### config.mk
export PLATFORM = sky130hd
export DESIGN_NAME = spike_rate_decoder
export DESIGN_NICKNAME = d
export VERILOG_FILES = /design/src/rtl/snn_pkg.sv /design/src/rtl/sat_counter.sv /design/src/rtl/spike_rate_decoder.sv
export SDC_FILE = /design/constraint.sdc
export NUM_CORES = 1
export LEC_CHECK = 0
export CAP_MARGIN = 20
export CORE_MARGIN = 2
export CORE_UTILIZATION = 59
export CTS_CLUSTER_DIAMETER = 150
export DETAILED_ROUTE_END_ITERATION = 10
export PLACE_DENSITY = 0.85
export RECOVER_POWER = 100
export SYNTH_ARGS = -nofsm -noshare
export SYNTH_HDL_FRONTEND = slang
export SYNTH_SLANG_ARGS = --single-unit
### constraint.sdc
create_clock -name clk -period 8.55 [get_ports clk]
set_input_delay 1.71 -clock clk [delete_from_list [all_inputs] [get_ports clk]]
set_output_delay 1.71 -clock clk [all_outputs]
set_load 0.02 [all_outputs]
### src/rtl/snn_pkg.sv
// Shared types and constants for the spike-rate decoder: FSM states, read-map
// offsets and a width helper that never returns zero.
package snn_pkg;

    typedef enum logic [1:0] {
        IDLE  = 2'd0,
        COUNT = 2'd1,
        SCAN  = 2'd2,
        DONE  = 2'd3
    } decoder_state_t;

    // Read-map word offsets, relative to NUM_INPUTS
    localparam int unsigned RD_WINNER_OFS = 0;
    localparam int unsigned RD_TOTAL_OFS  = 1;
    localparam int unsigned RD_STATUS_OFS = 2;

    function automatic int unsigned clog2_min1(input int unsigned n);
        return (n <= 1) ? 1 : $clog2(n);
    endfunction

endpackage

### src/rtl/sat_counter.sv
// Saturating up-counter with synchronous clear; holds at all-ones instead of wrapping.
module sat_counter #(
    parameter int unsigned WIDTH = 8
) (
    input  logic             clk,
    input  logic             rst,
    input  logic             clr,
    input  logic             inc,
    output logic [WIDTH-1:0] count
);

    always_ff @(posedge clk) begin
        if (rst || clr) begin
            count <= '0;
        end else if (inc && (count != '1)) begin
            count <= count + WIDTH'(1);
        end
    end

endmodule

### src/rtl/spike_rate_decoder.sv
// Counts output spikes per neuron over a programmable window, then scans the
// counts to find the most active neuron; results exposed on a word read port.
module spike_rate_decoder
    import snn_pkg::*;
#(
    parameter int unsigned NUM_INPUTS   = 4,
    parameter int unsigned COUNTER_SIZE = 8,
    parameter int unsigned WINDOW_WIDTH = 16
) (
    input  logic                                 clk,
    input  logic                                 rst,
    input  logic [NUM_INPUTS-1:0]                spike_in,
    input  logic                                 start,
    input  logic [WINDOW_WIDTH-1:0]              window_len,
    output logic                                 busy,
    output logic                                 done,
    output logic [clog2_min1(NUM_INPUTS)-1:0]    winner_idx,
    output logic [COUNTER_SIZE-1:0]              winner_count,
    output logic                                 no_spikes,
    input  logic [31:0]                          mem_addr,
    output logic [31:0]                          mem_dout
);

    localparam int unsigned IDX_W   = clog2_min1(NUM_INPUTS);
    localparam int unsigned TOTAL_W = COUNTER_SIZE + $clog2(NUM_INPUTS) + 1;

    decoder_state_t          state;
    logic [WINDOW_WIDTH-1:0] timer;
    logic [IDX_W-1:0]        scan_idx;
    logic [IDX_W-1:0]        best_idx;
    logic [COUNTER_SIZE-1:0] best;
    logic [TOTAL_W-1:0]      total;
    logic [COUNTER_SIZE-1:0] counts [NUM_INPUTS];

    logic                    accept_c;
    logic                    count_en_c;
    logic                    scan_last_c;
    logic                    scan_take_c;
    logic [COUNTER_SIZE-1:0] scan_cnt_c;
    logic [31:0]             rd_data_c;

    assign accept_c    = start && ((state == IDLE) || (state == DONE));
    assign count_en_c  = (state == COUNT);
    assign scan_last_c = (scan_idx == IDX_W'(NUM_INPUTS - 1));
    assign scan_take_c = (scan_cnt_c > best);

    for (genvar i = 0; i < NUM_INPUTS; i++) begin : g_cnt
        sat_counter #(
            .WIDTH (COUNTER_SIZE)
        ) u_cnt (
            .clk   (clk),
            .rst   (rst),
            .clr   (accept_c),
            .inc   (count_en_c && spike_in[i]),
            .count (counts[i])
        );
    end

    // Count selected by the scan index
    always_comb begin
        scan_cnt_c = '0;
        for (int i = 0; i < NUM_INPUTS; i++) begin
            if (scan_idx == IDX_W'(i)) scan_cnt_c = counts[i];
        end
    end

    always_ff @(posedge clk) begin
        if (rst) begin
            state        <= IDLE;
            timer        <= '0;
            scan_idx     <= '0;
            best_idx     <= '0;
            best         <= '0;
            total        <= '0;
            winner_idx   <= '0;
            winner_count <= '0;
            no_spikes    <= 1'b0;
            busy         <= 1'b0;
            done         <= 1'b0;
        end else begin
            case (state)
                IDLE, DONE: begin
                    if (accept_c) begin
                        timer    <= window_len;
                        total    <= '0;
                        scan_idx <= '0;
                        best_idx <= '0;
                        best     <= '0;
                        done     <= 1'b0;
                        busy     <= 1'b1;
                        state    <= (window_len == '0) ? SCAN : COUNT;
                    end
                end
                COUNT: begin
                    // The sample in the timer == 1 cycle is still counted
                    timer <= timer - WINDOW_WIDTH'(1);
                    if (timer == WINDOW_WIDTH'(1)) state <= SCAN;
                end
                SCAN: begin
                    total <= total + TOTAL_W'(scan_cnt_c);
                    if (scan_take_c) begin
                        best     <= scan_cnt_c;
                        best_idx <= scan_idx;
                    end
                    if (scan_last_c) begin
                        winner_idx   <= scan_take_c ? scan_idx : best_idx;
                        winner_count <= scan_take_c ? scan_cnt_c : best;
                        no_spikes    <= !scan_take_c && (best == '0);
                        busy         <= 1'b0;
                        done         <= 1'b1;
                        state        <= DONE;
                    end else begin
                        scan_idx <= scan_idx + IDX_W'(1);
                    end
                end
                default: state <= IDLE;
            endcase
        end
    end

    // Word-addressed read mux
    always_comb begin
        rd_data_c = '0;
        for (int i = 0; i < NUM_INPUTS; i++) begin
            if (mem_addr == 32'(i)) rd_data_c = 32'(counts[i]);
        end
        if (mem_addr == 32'(NUM_INPUTS + RD_WINNER_OFS)) begin
            rd_data_c = {no_spikes, 7'b0, 8'(winner_count), 16'(winner_idx)};
        end
        if (mem_addr == 32'(NUM_INPUTS + RD_TOTAL_OFS)) begin
            rd_data_c = 32'(total);
        end
        if (mem_addr == 32'(NUM_INPUTS + RD_STATUS_OFS)) begin
            rd_data_c = {30'b0, busy, done};
        end
    end

    always_ff @(posedge clk) begin
        if (rst) mem_dout <= '0;
        else     mem_dout <= rd_data_c;
    end

endmodule
# Word level (Yosys, flattened, before mapping)

Index checks and enable logic that the tools add are counted.
W data, S select, Z words.

$add $sub $neg: 7
Multiply operators: 0
Div/mod/pow operators: 0
Order comparisons: 1
Equality and inequality tests: 21
Shift-type cells: 0
Mux-type cells: 34
Bitwise logic cells: 0
Reduce and logical (&&, ||, !) cells: 30

Operator list:

| kind                    | count |
|---|---|
| $mux W32                | 4 |
| $eq A32 B3 Y1 const B   | 3 |
| $eq A32 B2 Y1 const B   | 2 |
| $mux W8                 | 7 |
| $add A8 B1 Y8 const B   | 4 |
| $eq A32 B1 Y1 const B   | 1 |
| $logic_not A32 Y1       | 1 |
| $ne A8 B8 Y1 const B    | 4 |
| $pmux W16 S2            | 1 |
| $mux W11                | 2 |
| $pmux W11 S2            | 1 |
| $eq A16 B1 Y1 const B   | 1 |
| $logic_not A16 Y1       | 1 |
| $mux W16                | 1 |
| $mux W2                 | 8 |
| $pmux W8 S2             | 1 |
| $sub A16 B1 Y16 const B | 1 |
| $add A11 B8 Y11         | 1 |
| $logic_and A1 B1 Y1     | 10 |
| $reduce_and A3 Y1       | 3 |
| $eq A2 B2 Y1 const B    | 4 |
| $gt A8 B8 Y1            | 1 |
| $logic_not A8 Y1        | 1 |
| $pmux W2 S2             | 2 |
| 15 further kinds        | 28 |

Flip-flop bits (word level): 118
Bits in latches: 0
Bits in writable memories: 0
Bits in read-only memories: 0
Bits of input ports: 55
Logic and storage cells: 112
Memories kept: 0

# Depth between registers and ports, before layout

Gate-level depths: netlist of run 1.

Word-level depth: 8
Depth in mapped cells: 16
Mapped depth without buffers: 13

# By module

Synthesis of run 1 repeated with hierarchy kept, for this count alone.

Cell total of the unflattened synthesis: 763
Area, all modules: 6371.1 um^2

Modules (own cells, without submodules):

| module             | times used | cells an instance | area an instance (um^2) |
|---|---|---|---|
| spike_rate_decoder | 1          | 571               | 4684.5 |
| sat_counter        | 4          | 48                | 421.7 |

# Least setup slack after synthesis of run 1

No wires, ideal clock.

Path type: reg2reg
Start point: register scan_idx[0]
End point: register best[5]
Library setup time: 0.120 ns
Arrival: 3.017 ns
Required time: 8.430 ns
Slack: 5.414 ns
Stages on the path, launching flop included: 13
Cell sequence: dfxtp_1 ha_1 clkbuf_1 buf_1 a21oi_1 a22o_1 ha_1 nor2b_1 o21a_1 o31a_1 buf_2 and4_1 a211o_1

Cells in the longest elaborated chain, start to end: 8
Elaborated cells between the ends (all ways): 11
Classes of those cells: order compare (1); eq/ne (3); mux (6); reduce/logical (1)

Ends and longest elaborated chain:

| what                   | line                      | text |
|---|---|---|
| from (decl)            | spike_rate_decoder.sv:29  | `logic [IDX_W-1:0] scan_idx;` |
| from (signal assigned) | spike_rate_decoder.sv:113 | `scan_idx <= scan_idx + IDX_W'(1);` |
| $logic_not A2 Y1       | spike_rate_decoder.sv:63  | `if (scan_idx == IDX_W'(i)) scan_cnt_c = counts[i];` |
| $mux W8 (3 in a row)   | spike_rate_decoder.sv:63  |  |
| $mux W8 *              | spike_rate_decoder.sv:63  |  |
| $gt A8 B8 Y1           | spike_rate_decoder.sv:45  | `assign scan_take_c = (scan_cnt_c > best);` |
| $mux W8 *              | spike_rate_decoder.sv:101 | `if (scan_take_c) begin` |
| $pmux W8 S2 *          | spike_rate_decoder.sv:81  | `case (state)` |
| to (signal assigned)   | spike_rate_decoder.sv:102 | `best <= scan_cnt_c;` |
| to (decl)              | spike_rate_decoder.sv:31  | `logic [COUNTER_SIZE-1:0] best;` |

Every way passes the cells marked *; elsewhere a longest branch is shown, timed or not.
A chain may end at the register's enable or synchronous reset.

# Worst setup path after layout of run 1

Start point: input rst
End point: register g_cnt[0].u_cnt.count[3]

Cells in the longest elaborated chain, start to end: 1

Ends and longest elaborated chain:

| what                 | line                     | text |
|---|---|---|
| from (decl)          | spike_rate_decoder.sv:11 | `input logic rst,` |
| $logic_or A1 B1 Y1   | sat_counter.sv:13        | `if (rst \|\| clr) begin` |
| to (signal assigned) | sat_counter.sv:16        | `count <= count + WIDTH'(1);` |
| to (decl)            | sat_counter.sv:9         | `output logic [WIDTH-1:0] count` |

No other way between the ends.

==> results by group, run 1 <==
Floorplanning
  – Initial core utilization: 60.9%
  – Die W: 107 um
  – Io pins: 100
  – Die area: 11,500 sq um
  – Num rows: 37
  – Die Ht: 107 um
  – Core ar.: 10,300 sq um

Critical path
  – Crit path from: rst
  – RR Startpoint: scan_idx[0]$_SDFFE_PP0P_
  – WP data required: 8.80 ns
  – Worst setup EP type: flop
  – R2R Setup Slk: 4.66 ns
  – R2r worst-path depth: 9
  – Critical path class: in -> reg
  – Critical Path AT: 5.89 ns
  – R2R Path End: best[4]$_SDFFE_PP0P_
  – Crit path max fanout: 46
  – Startpoint Class: primary input

Placement
  – Post-detail-place hpwl: 12,500 um
  – Placed cell area: 7140 sq um
  – GPL Wtd Cong: 0.927
  – Port bufs: 87
  – Worst slack at placement: 4.29 ns
  – Placed Cells: 962

Layout
  – Antenna cells: 0
  – Synthesis-to-layout area growth: 16.7%
  – Post-layout util: 71.0%
  – Final Non-Filler Cells: 978
  – Layout cells sized above 1: 4.04%
  – Final #Nets: 921
  – Design area: 7330 sq um

Routing
  – DRC violations left: 0
  – Detailed-route via count: 6,164
  – Via/cell ratio: 6.30
  – Detailed Route Iter0 Violations: 454
  – Final WL: 17,100 um
  – Drt pass-1 iters: 5
  – Routed wire length per instance: 17.5 um
  – Final ANT Viol Nets: 0

GRT
  – Global-route wire length before repair: 27,300 um
  – Initial antenna violation count: 0
  – Congestion Overflow GR: 0
  – Vias in the first global route: 5,733
  – Tot GR Track Use: 29.7%
  – Pin count of the biggest net entering global routing: 47

Clock tree
  – Setup repair bufs after CTS: 0
  – CTS Root Cell: clkbuf_8
  – Clk buf depth: 2
  – Resized Gates After CTS: 0
  – CTS tree: done
  – Hold_buf cts: 0
  – H-tree levels: 3
  – CTS sink count: 106
  – CTS clk-pin slew, worst paths: 0.11 ns
  – TritonCTS buffer count: 9
  – Worst-Skew Late Latency: 0.40 ns

Power
  – PD cells: 212 nW/um^2
  – Peak supply drop: 0.231 mV
  – Leakage power: 2.72 nW
  – Pwr Total: 1.56 mW

Yosys
  – Dominant synthesized flop cell: dfxtp_1
  – Area contributors post-synth: dfxtp_1 (34%), ha_1 (5.6%), nor2_1 (4.8%)
  – Number of synthesis warnings: 0
  – EDFF count, synth: 0
  – Syn avg cell area: 8.04 sq um
  – Mapped cell area: 6280 sq um
  – Top cell type's share of synthesized area: 33.8%
  – Sequential-to-total area share from yosys stat: 33.8%
  – Yosys reg bits: 106
  – Library cells used by synthesis: 67
  – Syn Inst Count: 781
  – Dominant cell type by area after synthesis: dfxtp_1
  – Asr flop ratio synth: 0%

STA
  – RSZ-0062 raised after global routing: false
  – WHS: 0.483 ns
  – Final period utilization: 66.0%
  – Clk_skew: 0.0132 ns
  – Achievable Freq: 0.177 GHz
  – Worst setup margin: 2.90 ns
  – Finish-stage setup viols: 0
  – Slew @ Worst Pin: 2.16 ns
  – Slew Limit Fails: 57
  – Setup tns final: 0 ns
  – Period minus WS final: 5.65 ns
  – Headroom to the max-slew limit: -43.7%
  – Hold Fails Final Rpt: 0

Hold path
  – Hold Path Sink: mem_dout[16]$_SDFF_PP0_
  – Hold WC Path Type: reg -> reg
  – Min-delay src: winner_count[0]$_SDFFE_PP0P_
  – Worst hold path cell count: 1

Status
  – Status: complete, but fails checks
  – Failing checks: capacitance limit, slew limit

Flow run
  – Max-cap violations: 2
[cells in the final DEF (no fill, tap or decap), types with 6 or more instances in the layout]
master           instances
and2_0                   8
o211ai_1                 9
nor3b_1                  8
inv_1                   35
clkbuf_8                10
nand2_1                 42
xnor2_1                 21
or3_1                    7
nor2b_1                 13
dlygate4sd3_1           36
nand4_1                 18
and3_1                   7
a2111oi_0                8
a211o_1                  7
mux4_2                   7
nor2_1                  80
mux2i_1                  6
a211oi_1                 9
ha_1                    28
a31oi_1                 18
nand2b_1                 6
nand3_1                 34
clkdlybuf4s50_1         51
nor4_1                  16
and4_1                   9
a21oi_1                 57
o22ai_1                  7
dfxtp_1                106
conb_1                  12
o21ai_0                 58
nor3_1                  24
a22o_1                  10
[cells by family (layout without fill, tap and decap cells)]
family                   Yosys count  in the layout  synth area share (%)
AND/OR/NAND/NOR                  291            291                  24.3
XOR/XNOR                          26             26                  3.62
flip-flops                       106            106                  33.8
adder cells (fa/ha/maj)           29             29                  5.90
AO/OA/AOI/OAI                    219            219                  22.1
multiplexers                      14             14                  3.64
buffers and inverters             95            145                  6.57
other                              1             12                0.0597
[sequential cells by signal, summed over array words and instances (netlist names)]
register           flops
busy                   1
best_idx               2
best                   8
winner_count           8
winner_idx             2
scan_idx               2
g_cnt.u_cnt.count     32
timer                 16
no_spikes              1
state                  2
done                   1
mem_dout              20
total                 11
[cell usage after synthesis, drive strengths merged (8+ instances only)]
master / instances
buf: 30
xnor2: 21
inv: 35
o21ai: 58
nand3: 34
ha: 28
nor2: 80
a31oi: 18
o211ai: 9
nand2: 42
and2: 12
a21oi: 58
nor3b: 8
a22o: 10
and4: 9
a2111oi: 8
nor3: 24
nand4: 18
nor4: 17
clkbuf: 29
nor2b: 13
dfxtp: 106
a211oi: 10
[worst max path at each step]
| stage | end | cells past startpoint | slack, ns |
|---|---|---|---|
| 2_1_floorplan | best[5]$_SDFFE_PP0P_ | 12 | 5.41 |
| 3_3_place_gp | g_cnt[0].u_cnt.count[7]$_SDFFE_PP0P_ | 5 | 4.39 |
| 3_5_place_dp | g_cnt[0].u_cnt.count[3]$_SDFFE_PP0P_ | 5 | 4.29 |
| 4_1_cts | g_cnt[0].u_cnt.count[3]$_SDFFE_PP0P_ | 5 | 4.73 |
| 5_1_grt | g_cnt[0].u_cnt.count[7]$_SDFFE_PP0P_ | 5 | 2.65 |
| 6_report | g_cnt[0].u_cnt.count[3]$_SDFFE_PP0P_ | 5 | 2.90 |
[worst max-delay path, stage by stage]
cell and delay (ns):
dlygate4sd3_1 0.52, clkbuf_1 1.52, inv_1 0.91, nand2_1 1.06, nor2_1 0.14
[per-layer routing]
layer,global-route usage (%),wire [um]
met2,48.8,7980
met1,37.0,7090
met3,7.23,1470
met5,0,0
met4,12.9,550
[power breakdown]
| group | leakage, nW | switching (mW) | internal (mW) | total [mW] |
|---|---|---|---|---|
| clock | 0.112 | 0.183 | 0.173 | 0.356 |
| sequential | 0.858 | 0.0504 | 0.535 | 0.586 |
| combinational | 1.75 | 0.404 | 0.210 | 0.614 |
| total | 2.72 | 0.637 | 0.919 | 1.56 |
[final cells by class]
class | instances | area, sq um
Clock inverter | 6 | 90.1
Multi-Input combinational cell | 591 | 3770
Fill cell | 787 | 2990
Inverter | 36 | 135
Tap cell | 136 | 170
Timing Repair Buffer | 93 | 905
Clock buffer | 10 | 138
Sequential cell | 106 | 2120
No activity file was read; power rests on OpenSTA's default activity.
==> run 2: changes to the inputs <==
--- a/config.mk
+++ b/config.mk
@@ -7,10 +7,10 @@
 export LEC_CHECK = 0
 export CAP_MARGIN = 20
 export CORE_MARGIN = 2
-export CORE_UTILIZATION = 59
+export CORE_UTILIZATION = 49
 export CTS_CLUSTER_DIAMETER = 150
 export DETAILED_ROUTE_END_ITERATION = 10
-export PLACE_DENSITY = 0.85
+export PLACE_DENSITY = 0.75
 export RECOVER_POWER = 100
 export SYNTH_ARGS = -nofsm -noshare
 export SYNTH_HDL_FRONTEND = slang
==> constraint.sdc (replaced) <==
create_clock -name clk -period 4.8 [get_ports clk]
set_input_delay 0.96 -clock clk [delete_from_list [all_inputs] [get_ports clk]]
set_output_delay 0.96 -clock clk [all_outputs]
set_load 0.02 [all_outputs]
==> run 2 against run 1 <==
Against the previous run: the run still ends with capacitance limit, slew limit left; combinational power rose by 78%; design area increased by 1.5%; power grew 83%; die area is 20% higher; core utilization shrank 12 points; critical path depth rose by 2; register-to-register slack worse by 3.5 ns; largest power group unchanged; highest routed layer unchanged.
==> results by group, run 2 (synthesis results as in run 1) <==
Layout
  – Synthesis-to-layout area growth: 18.4%
  – Final #Nets: 923
  – Reg with most FFs: g_cnt.u_cnt.count
  – Commonest non-fill, non-tap cell in the layout: dfxtp_1
  – Layout cells sized above 1: 4.03%
  – Max FFs per register: 32
  – Antenna cells: 0
  – Commonest cells after routing, fill and taps aside: dfxtp_1 (106), nor2_1 (80), o21ai_0 (58), a21oi_1 (57), clkdlybuf4s50_1 (50)
  – Largest registers: g_cnt.u_cnt.count x32, mem_dout x20, timer x16

Clock tree
  – Clk buf depth: 2
  – H-tree levels: 3
  – TritonCTS buffer count: 9
  – Setup repair bufs after CTS: 0
  – Worst-Skew Late Latency: 0.36 ns
  – CTS tree: done
  – CTS Root Cell: clkbuf_16
  – Hold_buf cts: 0
  – CTS sink count: 106
  – CTS clk-pin slew, worst paths: 0.07 ns
  – Resized Gates After CTS: 0

STA
  – Worst setup margin: 0.946 ns
  – Period minus WS final: 3.85 ns
  – WHS: 0.486 ns
  – Final period utilization: 80.3%
  – Clk_skew: 0.0149 ns
  – Hold Fails Final Rpt: 0
  – Setup tns final: 0 ns
  – Finish-stage setup viols: 0
  – Slew Limit Fails: 10
  – Headroom to the max-slew limit: -5.53%
  – Slew @ Worst Pin: 1.56 ns
  – RSZ-0062 raised after global routing: false
  – Achievable Freq: 0.259 GHz

Placement
  – Worst slack at placement: 1.16 ns
  – Port bufs: 87
  – GPL Wtd Cong: 0.885
  – Post-detail-place hpwl: 12,500 um

Floorplanning
  – Core ar.: 12,600 sq um
  – Initial core utilization: 50.0%
  – Io pins: 100
  – Die area: 13,700 sq um
  – Die Ht: 117 um
  – Die W: 117 um
  – Num rows: 41

Routing
  – Final ANT Viol Nets: 0
  – Detailed-route via count: 6,069
  – Routed wire length per instance: 16.8 um
  – DRC violations left: 0
  – Final WL: 17,100 um
  – Via/cell ratio: 5.97
  – Detailed Route Iter0 Violations: 495
  – Drt pass-1 iters: 5

Flow run
  – Max-cap violations: 1

Critical path
  – WP data required: 5.10 ns
  – Max incr delay on CP: 1.33 ns
  – Crit path max fanout: 12
  – Worst setup EP type: flop
  – Critical path class: in -> reg
  – Critical Path AT: 4.15 ns
  – R2R Setup Slk: 1.13 ns
  – Startpoint Class: primary input
  – Crit-path cells: dlygate4sd3_1 > or4_1 > nor3_1 > nand4_1 > clkbuf_1 > nor4b_1 > and2_0
  – Slowest CP cell: nor4b_1

GRT
  – Global-route wire length before repair: 27,200 um
  – Pin count of the biggest net entering global routing: 45
  – Vias in the first global route: 5,569
  – Tot GR Track Use: 25.1%
  – Congestion Overflow GR: 0
  – Initial antenna violation count: 0

Status
  – Status: complete, but fails checks
  – Failing checks: capacitance limit, slew limit

Power
  – PD cells: 383 nW/um^2
  – Leakage power: 2.74 nW
  – Peak supply drop: 0.316 mV

Hold path
  – Hold WC Path Type: reg -> reg
-- run 2: changes by cell type in the layout (fill, tap and decap cells not counted), sizes merged --
| cell | before | now |
|---|---|---|
| inv | 35 | 38 |
| bufinv | 2 | 0 |
| buf | 3 | 4 |
| clkdlybuf4s50 | 51 | 50 |
| dlygate4sd3 | 36 | 37 |
-- run 2: worst max-delay path: cells and delay by family --
kind | cells | cell delay (ns)
buf+inv | 2 | 0.78
simple gates | 5 | 2.40
-- run 2: where the power goes --
part	internal (mW)	switching [mW]	leakage (nW)
logic	0.371	0.714	1.75
clock network	0.361	0.362	0.137
registers	0.953	0.0860	0.858
-- run 2: per-stage QoR --
step | instances | total power [mW] | area (sq um) | util [%]
floorplan | 792 | 1.86 | 6320 | -
global placement | 998 | 2.10 | 7180 | 57.1
detailed placement | 998 | 2.14 | 7180 | 57.1
CTS | 1014 | 2.86 | 7460 | 59.4
global route | 1016 | 3.03 | 7440 | 59.2
finish | 1016 | 2.85 | 7440 | 59.2
-- run 2: worst paths after layout --
check,from,to,cells past startpoint
max reg2reg,scan_idx[0]$_SDFFE_PP0P_,best[5]$_SDFFE_PP0P_,9
min reg2reg,state[0]$_SDFFE_PP0P_,state[0]$_SDFFE_PP0P_,2
max,mem_addr[18],mem_dout[18]$_SDFF_PP0_,7
min,state[0]$_SDFFE_PP0P_,state[0]$_SDFFE_PP0P_,2
-- run 2: area by class of cell --
| class | count | area, sq um |
|---|---|---|
| Timing Repair Buffer | 95 | 913 |
| Multi-Input combinational cell | 591 | 3770 |
| Sequential cell | 106 | 2120 |
| Tap cell | 172 | 215 |
| Clock inverter | 7 | 60.1 |
| Fill cell | 1186 | 5130 |
| Clock buffer | 9 | 225 |
| Inverter | 36 | 135 |
-- run 2: per-layer routing --
metal	vias to the layer above	global-route usage, %	part of all wire, %
met5	-	0	0
met1	2863	32.3	43
li1	2955	-	-
met4	0	12.5	3.3
met2	215	41.6	48
met3	36	3.19	5.8
==> run 3: changes to the inputs <==
--- a/config.mk
+++ b/config.mk
@@ -7,10 +7,10 @@
 export LEC_CHECK = 0
 export CAP_MARGIN = 20
 export CORE_MARGIN = 2
-export CORE_UTILIZATION = 49
+export CORE_UTILIZATION = 54
 export CTS_CLUSTER_DIAMETER = 150
 export DETAILED_ROUTE_END_ITERATION = 10
-export PLACE_DENSITY = 0.75
+export PLACE_DENSITY = 0.78
 export RECOVER_POWER = 100
 export SYNTH_ARGS = -nofsm -noshare
 export SYNTH_HDL_FRONTEND = slang
==> constraint.sdc (replaced) <==
create_clock -name clk -period 3.7 [get_ports clk]
set_input_delay 0.74 -clock clk [delete_from_list [all_inputs] [get_ports clk]]
set_output_delay 0.74 -clock clk [all_outputs]
set_load 0.02 [all_outputs]
==> run 3 against run 2 <==
Against the previous run: cell count fell by 1.2%; highest routed layer unchanged; sequential cell count did not move; critical path depth rose by 4; non-clock buffer count up 17; die area decreased by 9.0%; count of clock-buffer cells in the layout unchanged; combinational power increased by 36%; critical path type is now reg -> reg; clock skew decreased by 0.0064 ns; core utilization increased by 7.2 points; worst setup slack got worse by 0.65 ns; the run now ends clean; wire length rose by 10%; register-to-register slack got worse by 0.83 ns.
==> results by group, run 3 (synthesis results as in run 1) <==
Critical path
  – R2R Setup Slk: 0.30 ns
  – Critical path class: reg -> reg
  – R2R Path End: best[7]$_SDFFE_PP0P_
  – Worst setup EP type: flop
  – Crit path max fanout: 27
  – Critical Path AT: 3.71 ns
  – RR Startpoint: scan_idx[0]$_SDFFE_PP0P_
  – R2r worst-path depth: 11
  – Startpoint Class: flop
  – WP data required: 4.00 ns

Routing
  – Final ANT Viol Nets: 0
  – Via/cell ratio: 6.18
  – Detailed-route via count: 6,208
  – Routed wire length per instance: 18.8 um
  – Final WL: 18,900 um
  – Drt pass-1 iters: 5
  – Detailed Route Iter0 Violations: 534
  – DRC violations left: 0

Layout
  – Final #Nets: 940
  – Final Non-Filler Cells: 1,004
  – Antenna cells: 0
  – Design area: 7540 sq um
  – Commonest non-fill, non-tap cell in the layout: dfxtp_1
  – Reg with most FFs: g_cnt.u_cnt.count
  – Commonest cells after routing, fill and taps aside: dfxtp_1 (106), nor2_1 (80), o21ai_0 (58), a21oi_1 (57), clkdlybuf4s50_1 (50)
  – Synthesis-to-layout area growth: 20.1%
  – Largest registers: g_cnt.u_cnt.count x32, mem_dout x20, timer x16
  – Layout cells sized above 1: 5.92%
  – Max FFs per register: 32

Power
  – Leakage power: 2.82 nW
  – Peak supply drop: 0.550 mV
  – Pwr Total: 3.78 mW
  – PD cells: 501 nW/um^2

Placement
  – Placed cell area: 7280 sq um
  – Placed Cells: 988
  – Post-detail-place hpwl: 14,100 um
  – Port bufs: 87
  – GPL Wtd Cong: 0.923
  – Worst slack at placement: 0.181 ns

Clock tree
  – H-tree levels: 3
  – CTS clk-pin slew, worst paths: 0.08 ns
  – TritonCTS buffer count: 9
  – Hold_buf cts: 0
  – CTS Root Cell: clkbuf_16
  – Clk buf depth: 2
  – CTS tree: done
  – CTS sink count: 106
  – Worst-Skew Late Latency: 0.36 ns

STA
  – Slew @ Worst Pin: 1.38 ns
  – Slew Limit Fails: 0
  – Achievable Freq: 0.294 GHz
  – Finish-stage setup viols: 0
  – Setup tns final: 0 ns
  – Final period utilization: 91.9%
  – RSZ-0062 raised after global routing: false
  – Hold Fails Final Rpt: 0
  – Headroom to the max-slew limit: 7.96%
  – Period minus WS final: 3.40 ns
  – Worst setup margin: 0.298 ns
  – Clk_skew: 0.00851 ns

Hold path
  – Min-delay src: state[0]$_SDFFE_PP0P_
  – Hold Path Sink: state[0]$_SDFFE_PP0P_
  – Worst hold path cell count: 2
  – Hold WC Path Type: reg -> reg

Flow run
  – Max-cap violations: 0

Floorplanning
  – Num rows: 39
  – Die area: 12,500 sq um
  – Initial core utilization: 55.3%
  – Die Ht: 112 um
  – Core ar.: 11,400 sq um
  – Die W: 112 um
  – Io pins: 100

GRT
  – Tot GR Track Use: 30.1%
  – Global-route wire length before repair: 30,000 um
  – Pin count of the biggest net entering global routing: 43
  – Vias in the first global route: 5,907
  – Initial antenna violation count: 0
  – Congestion Overflow GR: 0

Status
  – Status: complete, no violations
-- run 3: changes by cell type in the layout (fill, tap and decap cells not counted), moves of 2 or more --
cell / before / now
buf_4: 3 / 17
a2111oi_0: 8 / 6
inv_8: 0 / 2
clkinv_4: 3 / 0
clkbuf_1: 4 / 8
-- run 3: critical path, stage by stage, from the launching register on --
cell	delay [ns]
dfxtp_1	0.47
inv_1	0.11
ha_1	0.40
a21oi_1	0.19
o21ai_0	0.11
a22o_1	0.29
ha_1	0.32
nor2b_1	0.13
o21a_1	0.18
o31a_2	0.51
a2111oi_0	0.47
a211o_1	0.15
-- run 3: metal layers --
metal / vias to the layer above / global-route usage (%) / routed length (um)
met3: 35 / 6.53 / 1260
li1: 2985 / - / -
met1: 2930 / 39.2 / 8180
met4: 0 / 9.71 / 507
met5: - / 0 / 0
met2: 258 / 50.0 / 8910
-- run 3: cell type report --
cell class / instances / area [sq um]
sequential: 106 / 2120
clock inverter: 7 / 65.1
tap: 143 / 179
multi-input combinational: 591 / 3790
timing repair buffer: 112 / 1030
fill: 1011 / 3830
clock buffer: 9 / 225
inverter: 36 / 135
-- run 3: worst max path at each step --
stage / depth (start not counted) / to / startpoint
after floorplan: 12 / best[5]$_SDFFE_PP0P_ / scan_idx[0]$_SDFFE_PP0P_
after global placement: 11 / best[3]$_SDFFE_PP0P_ / scan_idx[0]$_SDFFE_PP0P_
after detailed placement: 11 / best[3]$_SDFFE_PP0P_ / scan_idx[0]$_SDFFE_PP0P_
after CTS: 11 / best[3]$_SDFFE_PP0P_ / scan_idx[0]$_SDFFE_PP0P_
after global routing: 11 / best[2]$_SDFFE_PP0P_ / scan_idx[0]$_SDFFE_PP0P_
final: 11 / best[7]$_SDFFE_PP0P_ / scan_idx[0]$_SDFFE_PP0P_
-- run 3: timing repair --
item	4_1_cts	5_1_grt
setup buffers	0	0
gates resized for setup	0	4
setup endpoints to repair	0	9
-- run 3: through the flow --
stage / util (%) / hold slack (ns)
floorplan: - / 0.449
global placement: 64.1 / 0.457
detailed placement: 64.1 / 0.466
CTS: 66.6 / 0.480
global route: 66.3 / 0.506
finish: 66.3 / 0.479
-- run 3: where the power goes --
| part | internal (mW) | leakage, nW | switching [mW] |
|---|---|---|---|
| clock | 0.476 | 0.141 | 0.481 |
| sequential | 1.24 | 0.858 | 0.111 |
| combinational | 0.508 | 1.83 | 0.967 |
